File: src/rtl/gray_bits_packer_if.sv
// gray_bits_packer_if: input group stream and output word stream of the gray bits packer
interface gray_bits_packer_if #(
  parameter int BITS_IN   = 6,
  parameter int WIDTH_OUT = 8
);
  logic [BITS_IN-1:0]                 i_tdata;
  logic                               i_tlast;
  logic                               i_tvalid;
  logic                               i_tready;
  logic [WIDTH_OUT-1:0]               o_tdata;
  logic                               o_tlast;
  logic [$clog2(WIDTH_OUT+1)-1:0]     o_nbits;
  logic                               o_tvalid;
  logic                               o_tready;
  modport slave (
    input  i_tdata, i_tlast, i_tvalid, o_tready,
    output i_tready, o_tdata, o_tlast, o_nbits, o_tvalid
  );
  modport master (
    output i_tdata, i_tlast, i_tvalid, o_tready,
    input  i_tready, o_tdata, o_tlast, o_nbits, o_tvalid
  );
endinterface

File: src/rtl/gray_bits_packer.sv
// gray_bits_packer: packs BITS_IN-bit gray groups into WIDTH_OUT-bit words with zero-padded flush on tlast
module gray_bits_packer #(
  parameter int BITS_IN   = 6,
  parameter int WIDTH_OUT = 8,
  parameter int MSB_FIRST = 0
) (
  input logic              clk,
  input logic              reset,
  input logic              clear,
  gray_bits_packer_if.slave s
);
  localparam int T  = WIDTH_OUT + BITS_IN;
  localparam int NW = $clog2(T + 1);
  localparam int OW = $clog2(WIDTH_OUT + 1);
  localparam logic [NW-1:0] WN = NW'(WIDTH_OUT);
  localparam logic [NW-1:0] BN = NW'(BITS_IN);
  typedef enum logic {ACCUM, FLUSH} state_t;
  state_t               state, state_n;
  logic [T-1:0]         acc, acc_n, ins;
  logic [NW-1:0]        cnt, cnt_n, n;
  logic [WIDTH_OUT-1:0] tdata_n;
  logic [OW-1:0]        nbits_n;
  logic                 tlast_n, tvalid_n, ld, acc_ok;
  function automatic logic [WIDTH_OUT-1:0] word(input logic [T-1:0] x);
    return MSB_FIRST != 0 ? x[T-1:BITS_IN] : x[WIDTH_OUT-1:0];
  endfunction
  function automatic logic [T-1:0] resid(input logic [T-1:0] x);
    return MSB_FIRST != 0 ? x << WIDTH_OUT : x >> WIDTH_OUT;
  endfunction
  assign ld         = !s.o_tvalid || s.o_tready;
  assign s.i_tready = (state == ACCUM) && ld;
  assign acc_ok     = s.i_tvalid && s.i_tready;
  assign n          = cnt + BN;
  assign ins        = acc | (MSB_FIRST != 0 ? {s.i_tdata, {WIDTH_OUT{1'b0}}} >> cnt
                                            : {{WIDTH_OUT{1'b0}}, s.i_tdata} << cnt);
  always_comb begin
    state_n  = state;
    acc_n    = acc;
    cnt_n    = cnt;
    tdata_n  = s.o_tdata;
    tlast_n  = s.o_tlast;
    nbits_n  = s.o_nbits;
    tvalid_n = s.o_tvalid && !s.o_tready;
    if (state == FLUSH && ld) begin
      tvalid_n = 1'b1;
      tdata_n  = word(acc);
      nbits_n  = OW'(cnt);
      tlast_n  = 1'b1;
      acc_n    = '0;
      cnt_n    = '0;
      state_n  = ACCUM;
    end else if (acc_ok) begin
      if (n < WN && !s.i_tlast) begin
        acc_n = ins;
        cnt_n = n;
      end else begin
        tvalid_n = 1'b1;
        tdata_n  = word(ins);
        nbits_n  = n <= WN ? OW'(n) : OW'(WN);
        tlast_n  = s.i_tlast && n <= WN;
        acc_n    = n > WN ? resid(ins) : '0;
        cnt_n    = n > WN ? n - WN : '0;
        state_n  = n > WN && s.i_tlast ? FLUSH : ACCUM;
      end
    end
  end
  always_ff @(posedge clk) begin
    if (reset || clear) begin
      state      <= ACCUM;
      acc        <= '0;
      cnt        <= '0;
      s.o_tdata  <= '0;
      s.o_tlast  <= 1'b0;
      s.o_nbits  <= '0;
      s.o_tvalid <= 1'b0;
    end else begin
      state      <= state_n;
      acc        <= acc_n;
      cnt        <= cnt_n;
      s.o_tdata  <= tdata_n;
      s.o_tlast  <= tlast_n;
      s.o_nbits  <= nbits_n;
      s.o_tvalid <= tvalid_n;
    end
  end
endmodule
File: src/flat_wrapper.sv
// flat-port wrapper written by rule: the top's interface ports become plain ports
module gray_bits_packer_flat 
#(
  parameter int BITS_IN   = 6,
  parameter int WIDTH_OUT = 8,
  parameter int MSB_FIRST = 0
)
  (clk, reset, clear, s_i_tdata, s_i_tlast, s_i_tvalid, s_o_tready, s_i_tready, s_o_tdata, s_o_tlast, s_o_nbits, s_o_tvalid);
  gray_bits_packer_if #(.BITS_IN(BITS_IN), .WIDTH_OUT(WIDTH_OUT)) s_i ();
  input logic clk;
  input logic reset;
  input logic clear;
  input wire logic [$bits(s_i.i_tdata)-1:0] s_i_tdata;
  input wire logic [$bits(s_i.i_tlast)-1:0] s_i_tlast;
  input wire logic [$bits(s_i.i_tvalid)-1:0] s_i_tvalid;
  input wire logic [$bits(s_i.o_tready)-1:0] s_o_tready;
  output wire logic [$bits(s_i.i_tready)-1:0] s_i_tready;
  output wire logic [$bits(s_i.o_tdata)-1:0] s_o_tdata;
  output wire logic [$bits(s_i.o_tlast)-1:0] s_o_tlast;
  output wire logic [$bits(s_i.o_nbits)-1:0] s_o_nbits;
  output wire logic [$bits(s_i.o_tvalid)-1:0] s_o_tvalid;
  assign s_i.i_tdata = s_i_tdata;
  assign s_i.i_tlast = s_i_tlast;
  assign s_i.i_tvalid = s_i_tvalid;
  assign s_i.o_tready = s_o_tready;
  assign s_i_tready = s_i.i_tready;
  assign s_o_tdata = s_i.o_tdata;
  assign s_o_tlast = s_i.o_tlast;
  assign s_o_nbits = s_i.o_nbits;
  assign s_o_tvalid = s_i.o_tvalid;
  gray_bits_packer #(.BITS_IN(BITS_IN), .WIDTH_OUT(WIDTH_OUT), .MSB_FIRST(MSB_FIRST)) u_core (.clk(clk), .reset(reset), .clear(clear), .s(s_i));
endmodule
File: config.mk
export PLATFORM = sky130hd
export DESIGN_NAME = gray_bits_packer_flat
export DESIGN_NICKNAME = d
export VERILOG_FILES = /design/src/rtl/gray_bits_packer_if.sv /design/src/rtl/gray_bits_packer.sv /design/src/flat_wrapper.sv
export SDC_FILE = /design/constraint.sdc
export NUM_CORES = 1
export LEC_CHECK = 0
export BUFFER_PORTS_ARGS = -buffer_cell sky130_fd_sc_hd__buf_2
export CAP_MARGIN = 20
export CORE_MARGIN = 8
export CORE_UTILIZATION = 55
export DETAILED_ROUTE_END_ITERATION = 8
export HOLD_SLACK_MARGIN = 0.05
export PLACE_DENSITY_LB_ADDON = 0.08
export SKIP_CTS_REPAIR_TIMING = 1
export SYNTH_ARGS = -nofsm -noshare
export SYNTH_HDL_FRONTEND = slang
export SYNTH_SLANG_ARGS = --single-unit
export TNS_END_PERCENT = 1
File: constraint.sdc
create_clock -name clk -period 2.8 [get_ports clk]
set_input_delay 0.14 -clock clk [delete_from_list [all_inputs] [get_ports clk]]
set_output_delay 0.14 -clock clk [all_outputs]
set_load 0.05 [all_outputs]
==> results.txt, run 1 <==
Run status: finished, final reports clean
CTS max path bufs: 2
Worst R2R Setup Slack: 0.55 ns
Worst-Margin Slew: 0.6224 ns
PortBufs: 26
Synth Cell Area: 1592 um^2
Max Cap Viol: 0
Worst rel slew slack: 58.42%
Vias in the first global route: 1,434
Sequential share of the synthesized area: 40.25%
Cell count along the critical path: 7
Commonest non-fill, non-tap cell in the layout: dfxtp_1
# DRC: 0
Top cell type's share of synthesized area: 40.25%
TritonCTS clock tree: done
Yosys cell types: 41
Crit Path Max Fanout: 9
Slew Viols, Final: 0
WS Path Type: reg2reg
Synth warn: 0
Vias per cell: 6.079
Worst path arrival time: 2.51 ns
Clk_skew: 0.01104 ns
Startpoint types: flip-flop
Gate power share: 18.1%
Root Driver: clkbuf_4
Clock sink count: 32
I/O pin total: 27
Wire length per cell: 16.09 um
Via count: 1,453
Async SR Flop Fraction: 0%
DIE AREA: 4871 um^2
Leakage power: 0.7161 nW
Switching pwr: 263.5 uW
Footprint of the multi-input gates: 873.3 um^2
Seq pwr share: 51.1%
Avg Inst Size Synth: 8.650 um^2
Worst setup path startpoint: u_core.cnt[2]
Number of nets with antenna violations after detailed routing: 0
Crit path capture type: flip-flop
Final Util: 64.88%
Worst skew pair latency: 0.33 ns
Detailed Route Iter0 Violations: 114
RSZ-0062 raised after global routing: no
Setup TNS: 0 ns
DPL Wire Length: 2.959 mm
Seq cells post-synth: 32
Final Net Count: 221
Area leader, netlist: dfxtp_1
Number of buffers created by CTS: 5
Syn_nets: 197
Initial antenna violation count: 0
Cell Int Power: 663.8 uW
Worst hold path type: in2reg
Last element of the critical path: u_core.s.o_tdata[5]
WP buf/inv: 2
Syn-to-layout area delta: 12.42%
Crit share post-route: 80.32%
Number of flops mapped to enable cells by yosys: 0
Total Wirelength: 3.846 mm
Power share of the clock group: 30.8%
Horiz. Die Dim: 69.79 um
CTS clk-pin slew, worst paths: 0.10 ns
Register area: 640.6 um^2
Share of cells above drive strength 1: 23.56%
Largest net degree at the start of global routing: 22
Final Hold Fails: 0
Placeable Area: 2758 um^2
Placer Congestion: 0.9348
First-pass GRT wire length: 6.851 mm
Fmax: 444.6 MHz
Fillcell total: 244
Largest stage delay, worst path: 0.50 ns
H-Tree Depth: 2
Antenna Cells: 0
Die Height: 69.79 um
Minimum clock period: 2.249 ns
PwrDens: 518.2 nW/um^2
Reg-to-reg endpoint: u_core.s.o_tdata[5]
Final setup viols: 0
Grt ovf: 0
GRT Util Overall: 16.57%
Crit-path leading delay family: compound AO/OA/AOI/OAI gates
Post-synthesis instance total: 184
Switch share: 28.42%
Synth top area cells: dfxtp_1 40%, a21oi_1 8.2%, nor2_1 5.9%, mux2_2 5.0%, o21ai_0 2.5%
Worst Path Required: 3.06 ns
Max IR drop VDD: 0.0004244 V
CP max stage cell: dfxtp_1
Most frequent cells in the layout: 32 x dfxtp_1, 26 x a21oi_1, 26 x buf_2, 25 x nor2_1, 8 x o21ai_0
Critical-path cell list: inv_1 > ha_1 > xor2_2 > a311oi_2 > buf_4 > nand2_1 > o2bb2ai_1
Starting density of the core: 57.71%
Worst r2r src: u_core.cnt[2]
Main synth FF type: dfxtp_1
Cells on worst reg2reg path: 7
DR pass1 iterations: 4
Num rows: 19
power by group through the flow:
stage	combinational (mW)	sequential (mW)	clock [mW]
2_1_floorplan	0.100	0.509	0
3_3_place_gp	0.164	0.484	0
3_5_place_dp	0.165	0.484	0
4_1_cts	0.167	0.474	0.296
5_1_grt	0.184	0.476	0.312
6_report	0.168	0.474	0.286
per-layer routing:
metal	share of wire (%)	GRT usage, %	vias up
met2	45	24.06	58
met1	47	21.92	664
met4	1.7	6.696	0
met3	6.1	5.293	8
li1	-	-	723
met5	0	0	-
sequential cells by signal, summed over array words and instances (netlist names):
| name | cells |
|---|---|
| u_core.cnt | 3 |
| u_core.state | 1 |
| u_core.s.o_tdata | 8 |
| u_core.s.o_tvalid | 1 |
| u_core.s.o_nbits | 4 |
| u_core.s.o_tlast | 1 |
| u_core.acc | 14 |
stage by stage:
step	area [um^2]	std cells	worst slack [ns]	hold WS [ns]	total power, mW
4_1_cts	1789	239	0.5696	0.1303	0.9364
3_5_place_dp	1724	232	0.5850	0.4521	0.6498
5_1_grt	1789	239	0.3709	0.1339	0.9716
2_1_floorplan	1592	184	0.6432	0.3541	0.6089
6_report	1789	239	0.5510	0.1566	0.9273
3_3_place_gp	1724	232	0.7058	0.4459	0.6479
cell usage after synthesis, types with 3 or more instances:
cell type and n:
a21oi_1 26, a221oi_1 3, a31oi_1 6, buf_2 5
clkbuf_1 5, dfxtp_1 32, inv_1 5, mux2_2 7
nand2_1 4, nand3_1 3, nor2_1 25, nor2b_1 5
nor3_1 6, o211a_1 3, o21ai_0 8, o22ai_1 3
o2bb2ai_1 3
tightest hold or removal path, stage by stage:
cell     delay (ns)
buf_2          0.16
nand3_1        0.09
a21oi_1        0.06
final cells by class:
cell class / count / area share [%]
inverters: 5 / 1.049
multi-input cells: 135 / 48.81
well taps: 31 / 2.168
repair buffers: 29 / 8.531
flip-flops and latches: 32 / 35.80
clock buffers: 7 / 3.636
worst min-delay path by stage:
| stage | depth (start not counted) | startpoint | to | slack, ns |
|---|---|---|---|---|
| finish | 3 | s_i_tlast | u_core.state | 0.16 |
| global route | 3 | s_i_tlast | u_core.state | 0.13 |
| CTS | 3 | s_i_tlast | u_core.state | 0.13 |
| detailed placement | 1 | u_core.s.o_tdata[4] | u_core.s.o_tdata[4] | 0.45 |
| global placement | 1 | u_core.s.o_tdata[5] | u_core.s.o_tdata[5] | 0.45 |
| floorplan | 3 | reset | u_core.s.o_nbits[1] | 0.35 |
logic make-up after synthesis:
kind of cell    count (synthesis)  share of synthesized area (%)
simple gates                   56                          17.14
xor+xnor                        3                          2.123
fa+ha+maj                       1                         0.7860
buf+inv                        17                          4.874
mux                             9                          6.211
compound gates                 66                          28.62
flops                          32                          40.25
Power figures use the tool's default switching activity.
==> run 2, diff against run 1 <==
--- a/config.mk
+++ b/config.mk
@@ -5,10 +5,11 @@
 export SDC_FILE = /design/constraint.sdc
 export NUM_CORES = 1
 export LEC_CHECK = 0
+export ABC_AREA = 1
 export BUFFER_PORTS_ARGS = -buffer_cell sky130_fd_sc_hd__buf_2
 export CAP_MARGIN = 20
 export CORE_MARGIN = 8
-export CORE_UTILIZATION = 55
+export CORE_UTILIZATION = 50
 export DETAILED_ROUTE_END_ITERATION = 8
 export HOLD_SLACK_MARGIN = 0.05
 export PLACE_DENSITY_LB_ADDON = 0.08
==> constraint.sdc (replaced) <==
create_clock -name clk -period 2 [get_ports clk]
set_input_delay 0.1 -clock clk [delete_from_list [all_inputs] [get_ports clk]]
set_output_delay 0.1 -clock clk [all_outputs]
set_load 0.05 [all_outputs]
==> results.txt, run 2 <==
Run status: finished, final reports clean
Yosys cell types: 26
Final Net Count: 296
Synth top area cells: dfxtp_1 37%, nand2_1 14%, nand3_1 7.6%, nor2_1 7.2%, o21ai_0 6.7%
Synth warn: 0
Vias in the first global route: 1,491
Worst path arrival time: 2.02 ns
DPL Wire Length: 3.123 mm
Num rows: 21
Crit share post-route: 87.33%
Commonest non-fill, non-tap cell in the layout: nand2_1
DIE AREA: 5552 um^2
Number of nets with antenna violations after detailed routing: 0
WS Path Type: reg2reg
Async SR Flop Fraction: 0%
Final setup viols: 0
Crit Path Max Fanout: 11
Minimum clock period: 1.747 ns
Most common cell in the netlist: nand2_1
Horiz. Die Dim: 74.51 um
Via count: 1,670
PwrDens: 722.8 nW/um^2
Min Hold Slack: 0.05983 ns
Final Hold Fails: 0
Vias per cell: 5.061
Top reg by flops: u_core.acc
Crit path capture type: flip-flop
Worst-Margin Slew: 0.4960 ns
Number of flops mapped to enable cells by yosys: 0
Syn-to-layout area delta: 13.96%
PortBufs: 26
Worst Path Required: 2.28 ns
Slew Viols, Final: 0
GRT Util Overall: 16.05%
Die Height: 74.51 um
Synth top cells by count: 66 x nand2_1, 33 x nor2_1, 32 x dfxtp_1, 26 x nand3_1, 23 x o21ai_0
RSZ-0062 raised after global routing: no
Sequential share of the synthesized area: 37.43%
Wire length per cell: 12.76 um
Most frequent cells in the layout: 66 x nand2_1, 33 x nor2_1, 32 x dfxtp_1, 26 x nand3_1, 26 x buf_2
Detailed Route Iter0 Violations: 95
Top cell type's share of synthesized area: 37.43%
Cell area after layout: 1951 um^2
Largest register FFs: 14
Worst skew pair latency: 0.34 ns
H-Tree Depth: 2
DR pass1 iterations: 4
Max Cap Viol: 0
Syn_nets: 266
Grt ovf: 0
Startpoint types: flip-flop
Clk_skew: 0.008499 ns
Setup TNS: 0 ns
Total Wirelength: 4.210 mm
Area leader, netlist: dfxtp_1
Worst rel slew slack: 66.89%
Starting density of the core: 51.70%
Fmax: 572.5 MHz
I/O pin total: 27
Area after DPL: 1874 um^2
Avg Inst Size Synth: 6.765 um^2
Placeable Area: 3311 um^2
Clock sink count: 32
Final Util: 58.92%
Largest regs: u_core.acc: 14 flops, u_core.s.o_tdata: 8 flops, u_core.s.o_nbits: 4 flops
CTS clk-pin slew, worst paths: 0.10 ns
Placer Congestion: 0.8582
Synth Cell Area: 1712 um^2
TritonCTS clock tree: done
CTS max path bufs: 2
Antenna Cells: 0
Post-synthesis instance total: 253
# DRC: 0
First-pass GRT wire length: 6.706 mm
Initial antenna violation count: 0
Largest net degree at the start of global routing: 19
Main synth FF type: dfxtp_1
Number of buffers created by CTS: 5
Leakage power: 0.9454 nW
Root Driver: clkbuf_4
Seq cells post-synth: 32
Max IR drop VDD: 0.0004209 V
Share of cells above drive strength 1: 19.72%
Worst hold path type: in2reg
[run 2: cell types whose count changed after synthesis, moves of 7 or more]
cell     before  now
a21oi_1      26   12
inv_1         5   22
mux2_2        7    0
nand2_1       4   66
nand3_1       3   26
nor2_1       25   33
o21ai_0       8   23
[run 2: logic make-up (layout without fill, tap and decap cells)]
logic type	count (synthesis)	count (layout)	synth area share, %
DFF	32	32	37.43
and+or+nand+nor	141	141	38.30
buffers and inverters	34	65	9.137
AOI/OAI and AO/OA	45	45	14.40
adders and majority gates	1	1	0.7309
[run 2: cell type report]
class / count / area [um^2]
Multi-Input combinational cell: 187 / 914.6
Timing Repair Buffer: 30 / 160.2
Clock buffer: 6 / 41.29
Clock inverter: 2 / 35.03
Inverter: 27 / 101.3
Fill cell: 323 / 1360
Tap cell: 46 / 57.56
Sequential cell: 32 / 640.6
[run 2: power breakdown]
group	switching (mW)	internal (mW)	total (mW)
clock network	0.228	0.262	0.490
registers	0.00848	0.656	0.664
logic	0.181	0.0750	0.256
[run 2: final timing paths]
kind,endpoint,startpoint,cells after the start,slack (ns)
worst max register to register,u_core.acc[13],u_core.cnt[3],8,0.25
worst min register to register,u_core.s.o_nbits[0],u_core.s.o_nbits[0],2,0.44
worst max-delay path,u_core.acc[13],u_core.cnt[3],8,0.25
worst min-delay path,u_core.state,s_i_tlast,3,0.06
[run 2: stage by stage]
stage          power, mW  std cells  worst slack (ns)
2_1_floorplan     0.8731        253            0.2812
3_3_place_gp      0.9325        322            0.3548
3_5_place_dp      0.9332        322            0.2778
4_1_cts            1.420        330            0.2519
5_1_grt            1.484        330           0.09449
6_report           1.410        330            0.2534
[run 2: worst max-delay path: stages (launching register included)]
cell     delay [ns]
dfxtp_1        0.64
inv_1          0.13
nand2_2        0.13
nand3_4        0.09
nand2_4        0.14
nand2_4        0.12
nor2_4         0.20
inv_2          0.12
nor2_1         0.10
[run 2: metal layers]
| layer | share of wire (%) | global-route usage (%) | up-vias |
|---|---|---|---|
| li1 | - | - | 874 |
| met1 | 45 | 19.55 | 738 |
| met2 | 46 | 24.49 | 48 |
| met3 | 6.7 | 5.391 | 10 |
| met4 | 1.8 | 8.043 | 0 |
| met5 | 0 | 0 | - |
==> run 3, diff against run 2 <==
--- a/config.mk
+++ b/config.mk
@@ -9,7 +9,7 @@
 export BUFFER_PORTS_ARGS = -buffer_cell sky130_fd_sc_hd__buf_2
 export CAP_MARGIN = 20
 export CORE_MARGIN = 8
-export CORE_UTILIZATION = 50
+export CORE_UTILIZATION = 35
 export DETAILED_ROUTE_END_ITERATION = 8
 export HOLD_SLACK_MARGIN = 0.05
 export PLACE_DENSITY_LB_ADDON = 0.08
==> constraint.sdc (replaced) <==
create_clock -name clk -period 1.8 [get_ports clk]
set_input_delay 0.09 -clock clk [delete_from_list [all_inputs] [get_ports clk]]
set_output_delay 0.09 -clock clk [all_outputs]
set_load 0.05 [all_outputs]
==> results.txt, run 3 (synthesized netlist as in run 2, its figures left out) <==
Run status: finished, final reports clean
Number of nets with antenna violations after detailed routing: 0
Crit Path Max Fanout: 11
Area after DPL: 1938 um^2
Register area: 640.6 um^2
Max IR drop VDD: 0.0004088 V
Worst R2R Setup Slack: 0.17 ns
Largest net degree at the start of global routing: 18
DR pass1 iterations: 5
Largest register FFs: 14
Final Util: 43.21%
Number of buffers created by CTS: 5
PortBufs: 26
Worst path arrival time: 1.85 ns
Final Hold Fails: 0
Root Driver: clkbuf_8
CP max stage cell: dfxtp_1
DPL Wire Length: 3.560 mm
WS Path Type: reg2reg
Layout Cells excl Fill: 357
Placed Cells: 348
# DRC: 0
Worst-Margin Slew: 0.4149 ns
Slew Viols, Final: 0
Vias per cell: 4.695
Critical-path cell list: inv_1 > ha_2 > inv_1 > nand2_2 > nand3_4 > nand2_4 > nand2_4 > nor2_4 > inv_2 > nor2_1
Total power: 1.610 mW
Fmax: 612.8 MHz
GRT Util Overall: 13.51%
Crit path capture type: flip-flop
Final Net Count: 302
Num rows: 25
Share of cells above drive strength 1: 22.07%
Initial antenna violation count: 0
Placer Congestion: 0.8134
Pre-CTS setup slack: 0.1852 ns
First-pass GRT wire length: 7.838 mm
Worst setup margin: 0.1681 ns
H-Tree Depth: 2
Minimum clock period: 1.632 ns
DIE AREA: 7384 um^2
Commonest non-fill, non-tap cell in the layout: nand2_1
I/O pin total: 27
Top reg by flops: u_core.acc
Largest regs: u_core.acc: 14 flops, u_core.s.o_tdata: 8 flops, u_core.s.o_nbits: 4 flops
Horiz. Die Dim: 85.93 um
Worst rel slew slack: 72.28%
Worst hold path type: in2reg
Max Cap Viol: 0
Startpoint types: flip-flop
TritonCTS clock tree: done
Final setup viols: 0
Placeable Area: 4723 um^2
CTS clk-pin slew, worst paths: 0.07 ns
Die Height: 85.93 um
Starting density of the core: 36.24%
Fillcell total: 535
Worst skew pair latency: 0.28 ns
CTS max path bufs: 2
Setup TNS: 0 ns
Crit share post-route: 90.66%
Total Wirelength: 4.583 mm
Vias in the first global route: 1,720
Clk_skew: 0.005131 ns
Clock sink count: 32
Most frequent cells in the layout: 66 x nand2_1, 33 x nor2_1, 32 x dfxtp_1, 26 x nand3_1, 26 x buf_2
Largest stage delay, worst path: 0.31 ns
Detailed Route Iter0 Violations: 47
RSZ-0062 raised after global routing: no
Via count: 1,676
Footprint of the multi-input gates: 917.1 um^2
PwrDens: 789.1 nW/um^2
Cell area after layout: 2041 um^2
Wire length per cell: 12.84 um
Worst Path Required: 2.02 ns
Grt ovf: 0
Min Hold Slack: 0.06403 ns
Antenna Cells: 0
Syn-to-layout area delta: 19.23%
Leakage power: 0.9840 nW
run 3: final cells by class:
type | count | share of cell area (%)
Clock buffer | 6 | 4.047
Timing Repair Buffer | 36 | 10.06
Inverter | 27 | 4.966
Clock inverter | 2 | 0.4905
Multi-Input combinational cell | 187 | 44.94
Sequential cell | 32 | 31.39
Tap cell | 67 | 4.108
run 3: path summary, 6_finish.rpt:
check / cells after the start / endpoint / startpoint
worst min-delay path: 4 / u_core.s.o_tlast / reset
worst max register to register: 10 / u_core.acc[6] / u_core.cnt[2]
worst max-delay path: 10 / u_core.acc[6] / u_core.cnt[2]
worst min register to register: 2 / u_core.s.o_nbits[0] / u_core.s.o_nbits[0]
run 3: power breakdown:
group,internal [mW],switching [mW],total (mW)
sequential,0.729,0.00988,0.739
clock,0.305,0.270,0.575
combinational,0.0922,0.205,0.297
run 3: per-layer routing:
metal / routed length, um / GRT usage [%] / up-vias
li1: - / - / 882
met1: 2110 / 16.08 / 745
met2: 2172 / 21.97 / 40
met3: 210 / 3.534 / 9
met4: 90 / 6.369 / 0
met5: 0 / 0 / -
run 3: worst max-delay path: cells and delay by family, from the launching register on:
kind	cells	cell delay (ns)
simple gates	6	0.78
buf+inv	3	0.25
fa+ha+maj	1	0.21
flops	1	0.31
